===== config.mk =====
export PLATFORM = sky130hd
export DESIGN_NAME = eth_tx_frame_gen
export DESIGN_NICKNAME = d
export VERILOG_FILES = /design/src/rtl/eth_tx_frame_gen.sv
export SDC_FILE = /design/constraint.sdc
export NUM_CORES = 1
export LEC_CHECK = 0
export BUFFER_PORTS_ARGS = -buffer_cell sky130_fd_sc_hd__buf_2
export CORE_MARGIN = 4
export CORE_UTILIZATION = 25
export CTS_CLUSTER_DIAMETER = 50
export CTS_CLUSTER_SIZE = 20
export DETAILED_ROUTE_END_ITERATION = 8
export PLACE_DENSITY = 0.48
export SYNTH_ARGS = -nofsm -noshare
export SYNTH_HDL_FRONTEND = slang
export SYNTH_SLANG_ARGS = --single-unit

===== constraint.sdc =====
create_clock -name i_xgmii_clk -period 9.9 [get_ports i_xgmii_clk]
set_input_delay 1.98 -clock i_xgmii_clk [delete_from_list [all_inputs] [get_ports i_xgmii_clk]]
set_output_delay 1.98 -clock i_xgmii_clk [all_outputs]
set_load 0.03 [all_outputs]

===== src/rtl/eth_tx_frame_gen.sv =====
// Ethernet test-frame generator feeding the 10G MAC transmit AXI-Stream.
// Each frame is DST MAC, SRC MAC, EtherType, then an incrementing-byte payload; the MAC adds FCS.
module eth_tx_frame_gen #(
   parameter logic [47:0] P_DST_MAC  = 48'hFFFF_FFFF_FFFF,
   parameter logic [47:0] P_SRC_MAC  = 48'h000A_3501_0203,
   parameter logic [15:0] P_ETH_TYPE = 16'h88B5
) (
   input  logic        i_xgmii_clk,
   input  logic        i_xgmii_rst,
   input  logic        i_start,
   input  logic        i_stop,
   input  logic [15:0] i_frame_len,
   input  logic [15:0] i_frame_num,
   input  logic [7:0]  i_gap,
   output logic [63:0] m_axis_tdata,
   output logic [31:0] m_axis_tuser,
   output logic [7:0]  m_axis_tkeep,
   output logic        m_axis_tlast,
   output logic        m_axis_tvalid,
   input  logic        m_axis_tready,
   output logic        o_busy,
   output logic [31:0] o_frame_cnt
);

   // state | meaning
   // IDLE  | no run active, outputs quiet
   // SEND  | streaming beats of the current frame
   // GAP   | idle cycles between frames, counting down
   typedef enum logic [1:0] {S_IDLE, S_SEND, S_GAP} state_t;

   state_t      state, state_next;
   logic [15:0] num_lat;
   logic [7:0]  gap_lat;
   logic [7:0]  gap_cnt;
   logic [10:0] len_lat;
   logic [10:0] len_clamped;
   logic [7:0]  beat_cnt;
   logic [7:0]  last_beat;
   logic        stop_pend;
   logic        stop_now;
   logic [31:0] frame_cnt;
   logic [31:0] cnt_inc;
   logic        send_active;
   logic        hs;
   logic        is_last;
   logic        frame_done;
   logic        run_done;

   function automatic logic [7:0] frame_byte(input logic [10:0] idx);
      logic [7:0] b;
      b = 8'(idx - 11'd14);
      if (idx < 11'd14) begin
         case (idx[3:0])
            4'd0:    b = P_DST_MAC[47:40];
            4'd1:    b = P_DST_MAC[39:32];
            4'd2:    b = P_DST_MAC[31:24];
            4'd3:    b = P_DST_MAC[23:16];
            4'd4:    b = P_DST_MAC[15:8];
            4'd5:    b = P_DST_MAC[7:0];
            4'd6:    b = P_SRC_MAC[47:40];
            4'd7:    b = P_SRC_MAC[39:32];
            4'd8:    b = P_SRC_MAC[31:24];
            4'd9:    b = P_SRC_MAC[23:16];
            4'd10:   b = P_SRC_MAC[15:8];
            4'd11:   b = P_SRC_MAC[7:0];
            4'd12:   b = P_ETH_TYPE[15:8];
            default: b = P_ETH_TYPE[7:0];
         endcase
      end
      return b;
   endfunction

   always_comb begin
      if (i_frame_len < 16'd60)
         len_clamped = 11'd60;
      else if (i_frame_len > 16'd1514)
         len_clamped = 11'd1514;
      else
         len_clamped = i_frame_len[10:0];
   end

   assign send_active = (state == S_SEND);
   assign last_beat   = 8'((len_lat - 11'd1) >> 3);
   assign hs          = send_active && m_axis_tready;
   assign is_last     = (beat_cnt == last_beat);
   assign frame_done  = hs && is_last;
   assign cnt_inc     = (frame_cnt == 32'hFFFF_FFFF) ? frame_cnt : frame_cnt + 32'd1;
   // A stop arriving on the tlast cycle itself is treated as already pending.
   assign stop_now    = stop_pend | i_stop;
   assign run_done    = stop_now || ((num_lat != 16'd0) && (cnt_inc == {16'd0, num_lat}));

   always_ff @(posedge i_xgmii_clk) begin
      if (i_xgmii_rst)
         state <= S_IDLE;
      else
         state <= state_next;
   end

   always_comb begin
      state_next = state;
      case (state)
         S_IDLE: begin
            if (i_start)
               state_next = S_SEND;
         end
         S_SEND: begin
            if (frame_done) begin
               if (run_done)
                  state_next = S_IDLE;
               else if (gap_lat == 8'd0)
                  state_next = S_SEND;
               else
                  state_next = S_GAP;
            end
         end
         S_GAP: begin
            if (stop_now)
               state_next = S_IDLE;
            else if (gap_cnt == 8'd1)
               state_next = S_SEND;
         end
         default: state_next = S_IDLE;
      endcase
   end

   always_ff @(posedge i_xgmii_clk) begin
      if (i_xgmii_rst) begin
         num_lat   <= '0;
         gap_lat   <= '0;
         gap_cnt   <= '0;
         len_lat   <= '0;
         beat_cnt  <= '0;
         stop_pend <= 1'b0;
         frame_cnt <= '0;
      end else begin
         stop_pend <= (state_next == S_IDLE) ? 1'b0 : stop_now;
         case (state)
            S_IDLE: begin
               if (i_start) begin
                  num_lat   <= i_frame_num;
                  gap_lat   <= i_gap;
                  frame_cnt <= '0;
                  len_lat   <= len_clamped;
                  beat_cnt  <= '0;
               end
            end
            S_SEND: begin
               if (hs) begin
                  if (is_last) begin
                     frame_cnt <= cnt_inc;
                     beat_cnt  <= '0;
                     gap_cnt   <= gap_lat;
                     if (state_next == S_SEND)
                        len_lat <= len_clamped;
                  end else begin
                     beat_cnt <= beat_cnt + 8'd1;
                  end
               end
            end
            S_GAP: begin
               gap_cnt <= gap_cnt - 8'd1;
               if (state_next == S_SEND)
                  len_lat <= len_clamped;
            end
            default: ;
         endcase
      end
   end

   // Beat contents are a pure function of beat_cnt and len_lat, so they hold while stalled.
   always_comb begin
      m_axis_tdata  = '0;
      m_axis_tkeep  = '0;
      m_axis_tvalid = send_active;
      m_axis_tlast  = send_active && is_last;
      m_axis_tuser  = send_active ? {21'd0, len_lat} : 32'd0;
      o_busy        = (state != S_IDLE);
      o_frame_cnt   = frame_cnt;
      for (int n = 0; n < 8; n++) begin
         if (send_active && ({beat_cnt, 3'(n)} < len_lat)) begin
            m_axis_tkeep[n]         = 1'b1;
            m_axis_tdata[8*n +: 8]  = frame_byte({beat_cnt, 3'(n)});
         end
      end
   end

endmodule


==> flow_metrics.env <==
export IMPL_cp_required_ns=7.92
export IMPL_fin_skew_ns=0.0109
export IMPL_vdd_drop_max_uv=74.2
export IMPL_syn_cell_area_um2=6440
export IMPL_track_usage_pct=14.9
export IMPL_drcViolationCount=0
export IMPL_clkSinkCount=86
export IMPL_power_per_cell_area_nw_per_um2=142
export IMPL_setup_viol=0
export IMPL_whs_endpoint="gap_lat[2]$_SDFFE_PP0P_"
export IMPL_tns_ns=0
export IMPL_synth_top_cell_area_share_pct=26.7
export IMPL_vias=6744
export IMPL_port_buffers=161
export IMPL_crit_buf_inv=4
export IMPL_worst_skew_pair_late_latency_ns=0.35
export IMPL_crit_slowest_cell="a31oi_1"
export IMPL_status="finished, final reports clean"
export IMPL_synth_ff_type="dfxtp_1"
export IMPL_power_leakage_uw=0.00337
export IMPL_cts_hold_buf=0
export IMPL_synth_top_area_cell="dfxtp_1"
export IMPL_synth_area_leaders="dfxtp_1, nand2_1, nor2_1"
export IMPL_grt_pass1_wl_um=34700
export IMPL_worst_slew_pin_slew_ns=1.02
export IMPL_finalCriticalPeriod_ns=5.66
export IMPL_min_delay_start="gap_lat[2]$_SDFFE_PP0P_"
export IMPL_initial_core_util_pct=25.5
export IMPL_cts_tree="done"
export IMPL_core_um2=25300
export IMPL_holdPathStages=2
export IMPL_pin_count=184
export IMPL_r2r_start="o_frame_cnt[0]$_SDFFE_PP0P_"
export IMPL_crit_type="register to output pin"
export IMPL_worstPathArrival_ns=3.68
export IMPL_synthArstFlopShare_pct=0
export IMPL_worst_setup_path_end_kind="output pin"
export IMPL_grt_pass1_vias=6319
export IMPL_critPathMaxStageDelay_ns=0.59
export IMPL_cp_start_kind="register"
export IMPL_fin_nets=1104
export IMPL_max_slew_margin_pct=32.2
export IMPL_r2r_slack_ns=5.17
export IMPL_worstPathMaxFanout=8
export IMPL_maxSlewViolCount=0
export IMPL_finalHoldViolations=0
export IMPL_ys_seq_area_share_pct=26.7
export IMPL_yosys_top_cells_count="nand2_1, nor2_1, dfxtp_1"
export IMPL_period_share_pct=57.2
export IMPL_path_cells="inv_1 -> ha_1 -> and4_1 -> nand4_1 -> o21ai_1 -> inv_1 -> o21ai_1 -> inv_1 -> a31oi_1 -> nor2_1 -> buf_2"
export IMPL_multi_input_area_um2=4210
export IMPL_reg2reg_depth=11
export IMPL_cts_buffers=9
export IMPL_place_congestion=0.816
export IMPL_die_h_um=169
export IMPL_drive_above_1_share_pct=19.2
export IMPL_postCtsSetupBuffers=0
export IMPL_overflow=0
export IMPL_ant_nets=0
export IMPL_total_power_uw=1080
export IMPL_area_delta_synth_final_pct=18.8
export IMPL_wl_per_cell_um=15.8
export IMPL_worst_hold_slack_ns=0.483
export IMPL_clk_pin_slew_worst_paths_ns=0.07
export IMPL_clockBufferDepth=2
export IMPL_first_iter_violations=388
export IMPL_dr_pass1_iters=5
export IMPL_maxCapViolations=0
export IMPL_layout_cells_non_filler=1370
export IMPL_rsz0062_at_grt="false"
export IMPL_seqCellArea_um2=1720
export IMPL_cts_resized=0
export IMPL_grt_max_degree=54
export IMPL_antenna_cells=0
export IMPL_place_hpwl_um=16600
export IMPL_critPathTopFamily="compound AO/OA/AOI/OAI gates"
export IMPL_cp_common_cell="inv_1"
export IMPL_dp_slack_ns=4.67
export IMPL_hold_path_class="register to register"
export IMPL_synth_edf_count=0
export IMPL_dp_cells=1354
export IMPL_chipWidth_um=169
export IMPL_wl_um=21700
export IMPL_synth_most_common_cell="nand2_1"
export IMPL_worstReg2RegEnd="len_lat[3]$_SDFFE_PP0P_"
export IMPL_syn_avg_cell_area_um2=7.04
export IMPL_die_area_um2=28400
export IMPL_antenna_found_initial=0
export IMPL_setup_slack_ns=4.24
export IMPL_yosys_warnings=0
export IMPL_synthCells=915
export IMPL_cts_root_buffer="clkbuf_16"
export IMPL_synth_seq_cells=86
export IMPL_crit_start="len_lat[7]$_SDFFE_PP0P_"
export IMPL_nFillCells=2799
export IMPL_rows=58
export IMPL_fmax_ghz=0.177
export IMPL_synth_cell_type_count=67
export IMPL_htree_levels=3
export IMPL_vias_per_cell=4.92
registers in the layout, indices dropped and copies added (netlist names):
signal       cells
beat_cnt         8
state            2
gap_cnt          8
num_lat         16
o_frame_cnt     32
len_lat         11
stop_pend        1
gap_lat          8
final cells by class:
cell class | count | area share (%)
Clock inverter | 7 | 1.05
Multi-Input combinational cell | 730 | 55.1
Inverter | 43 | 2.11
Tap cell | 330 | 5.40
Sequential cell | 86 | 22.5
Clock buffer | 9 | 2.94
Timing Repair Buffer | 165 | 10.9
per-stage QoR:
stage / utilization [%] / instance area [um2]
final: 30.3 / 7650
after global routing: 30.3 / 7650
after CTS: 30.3 / 7650
after detailed placement: 29.1 / 7350
after global placement: 29.1 / 7350
after floorplan: - / 6520
layout by cell type, fill, tap and decap left out, types with 9 or more instances in the layout:
cell type / count
dfxtp_1: 86
o31ai_1: 12
nor2b_1: 12
clkbuf_16: 9
nor3_1: 23
nor2_1: 108
o21ai_0: 58
xor2_1: 19
inv_1: 43
a31oi_1: 9
xnor2_1: 24
nand4_1: 23
nand3_1: 33
and3_1: 12
ha_1: 24
a211oi_1: 24
nor4_1: 14
buf_2: 161
a21oi_1: 66
nand2_1: 129
conb_1: 22
worst min-delay path: stages, from the launching register on:
cell	delay, ns
dfxtp_1	0.32
nand2_1	0.06
a21oi_1	0.05
per-layer routing:
| metal | share of wire [%] | wire, um | vias to the layer above | global-route usage (%) |
|---|---|---|---|---|
| met5 | 0 | 0 | - | 0 |
| met4 | 1.6 | 356 | 0 | 4.34 |
| met3 | 5.4 | 1170 | 23 | 2.52 |
| met2 | 43 | 9390 | 182 | 23.1 |
| met1 | 50 | 10800 | 3106 | 21.1 |
| li1 | - | - | 3433 | - |
power by group:
part	switching [uW]	total, uW	internal (uW)	leakage (uW)
registers	22.9	386	363	0.000700
logic	243	338	94.9	0.00252
clock network	160	360	200	0.000154
total	426	1080	658	0.00337
worst max-delay path by stage:
stage | endpoint | slack, ns | depth (start not counted)
final | m_axis_tdata[32] | 4.24 | 11
after global routing | m_axis_tdata[32] | 3.90 | 11
after CTS | m_axis_tdata[32] | 4.28 | 11
after detailed placement | m_axis_tdata[32] | 4.67 | 11
after global placement | m_axis_tdata[32] | 4.84 | 11
after floorplan | m_axis_tdata[34] | 4.57 | 12
cell families after synthesis:
family	synth area share, %
multiplexers	0.933
AND/OR/NAND/NOR	30.8
buffers and inverters	9.05
other	0.0582
XOR/XNOR	5.85
adder cells (fa/ha/maj)	4.66
AO/OA/AOI/OAI	21.9
flip-flops	26.7
No activity file was read; power rests on OpenSTA's default activity.
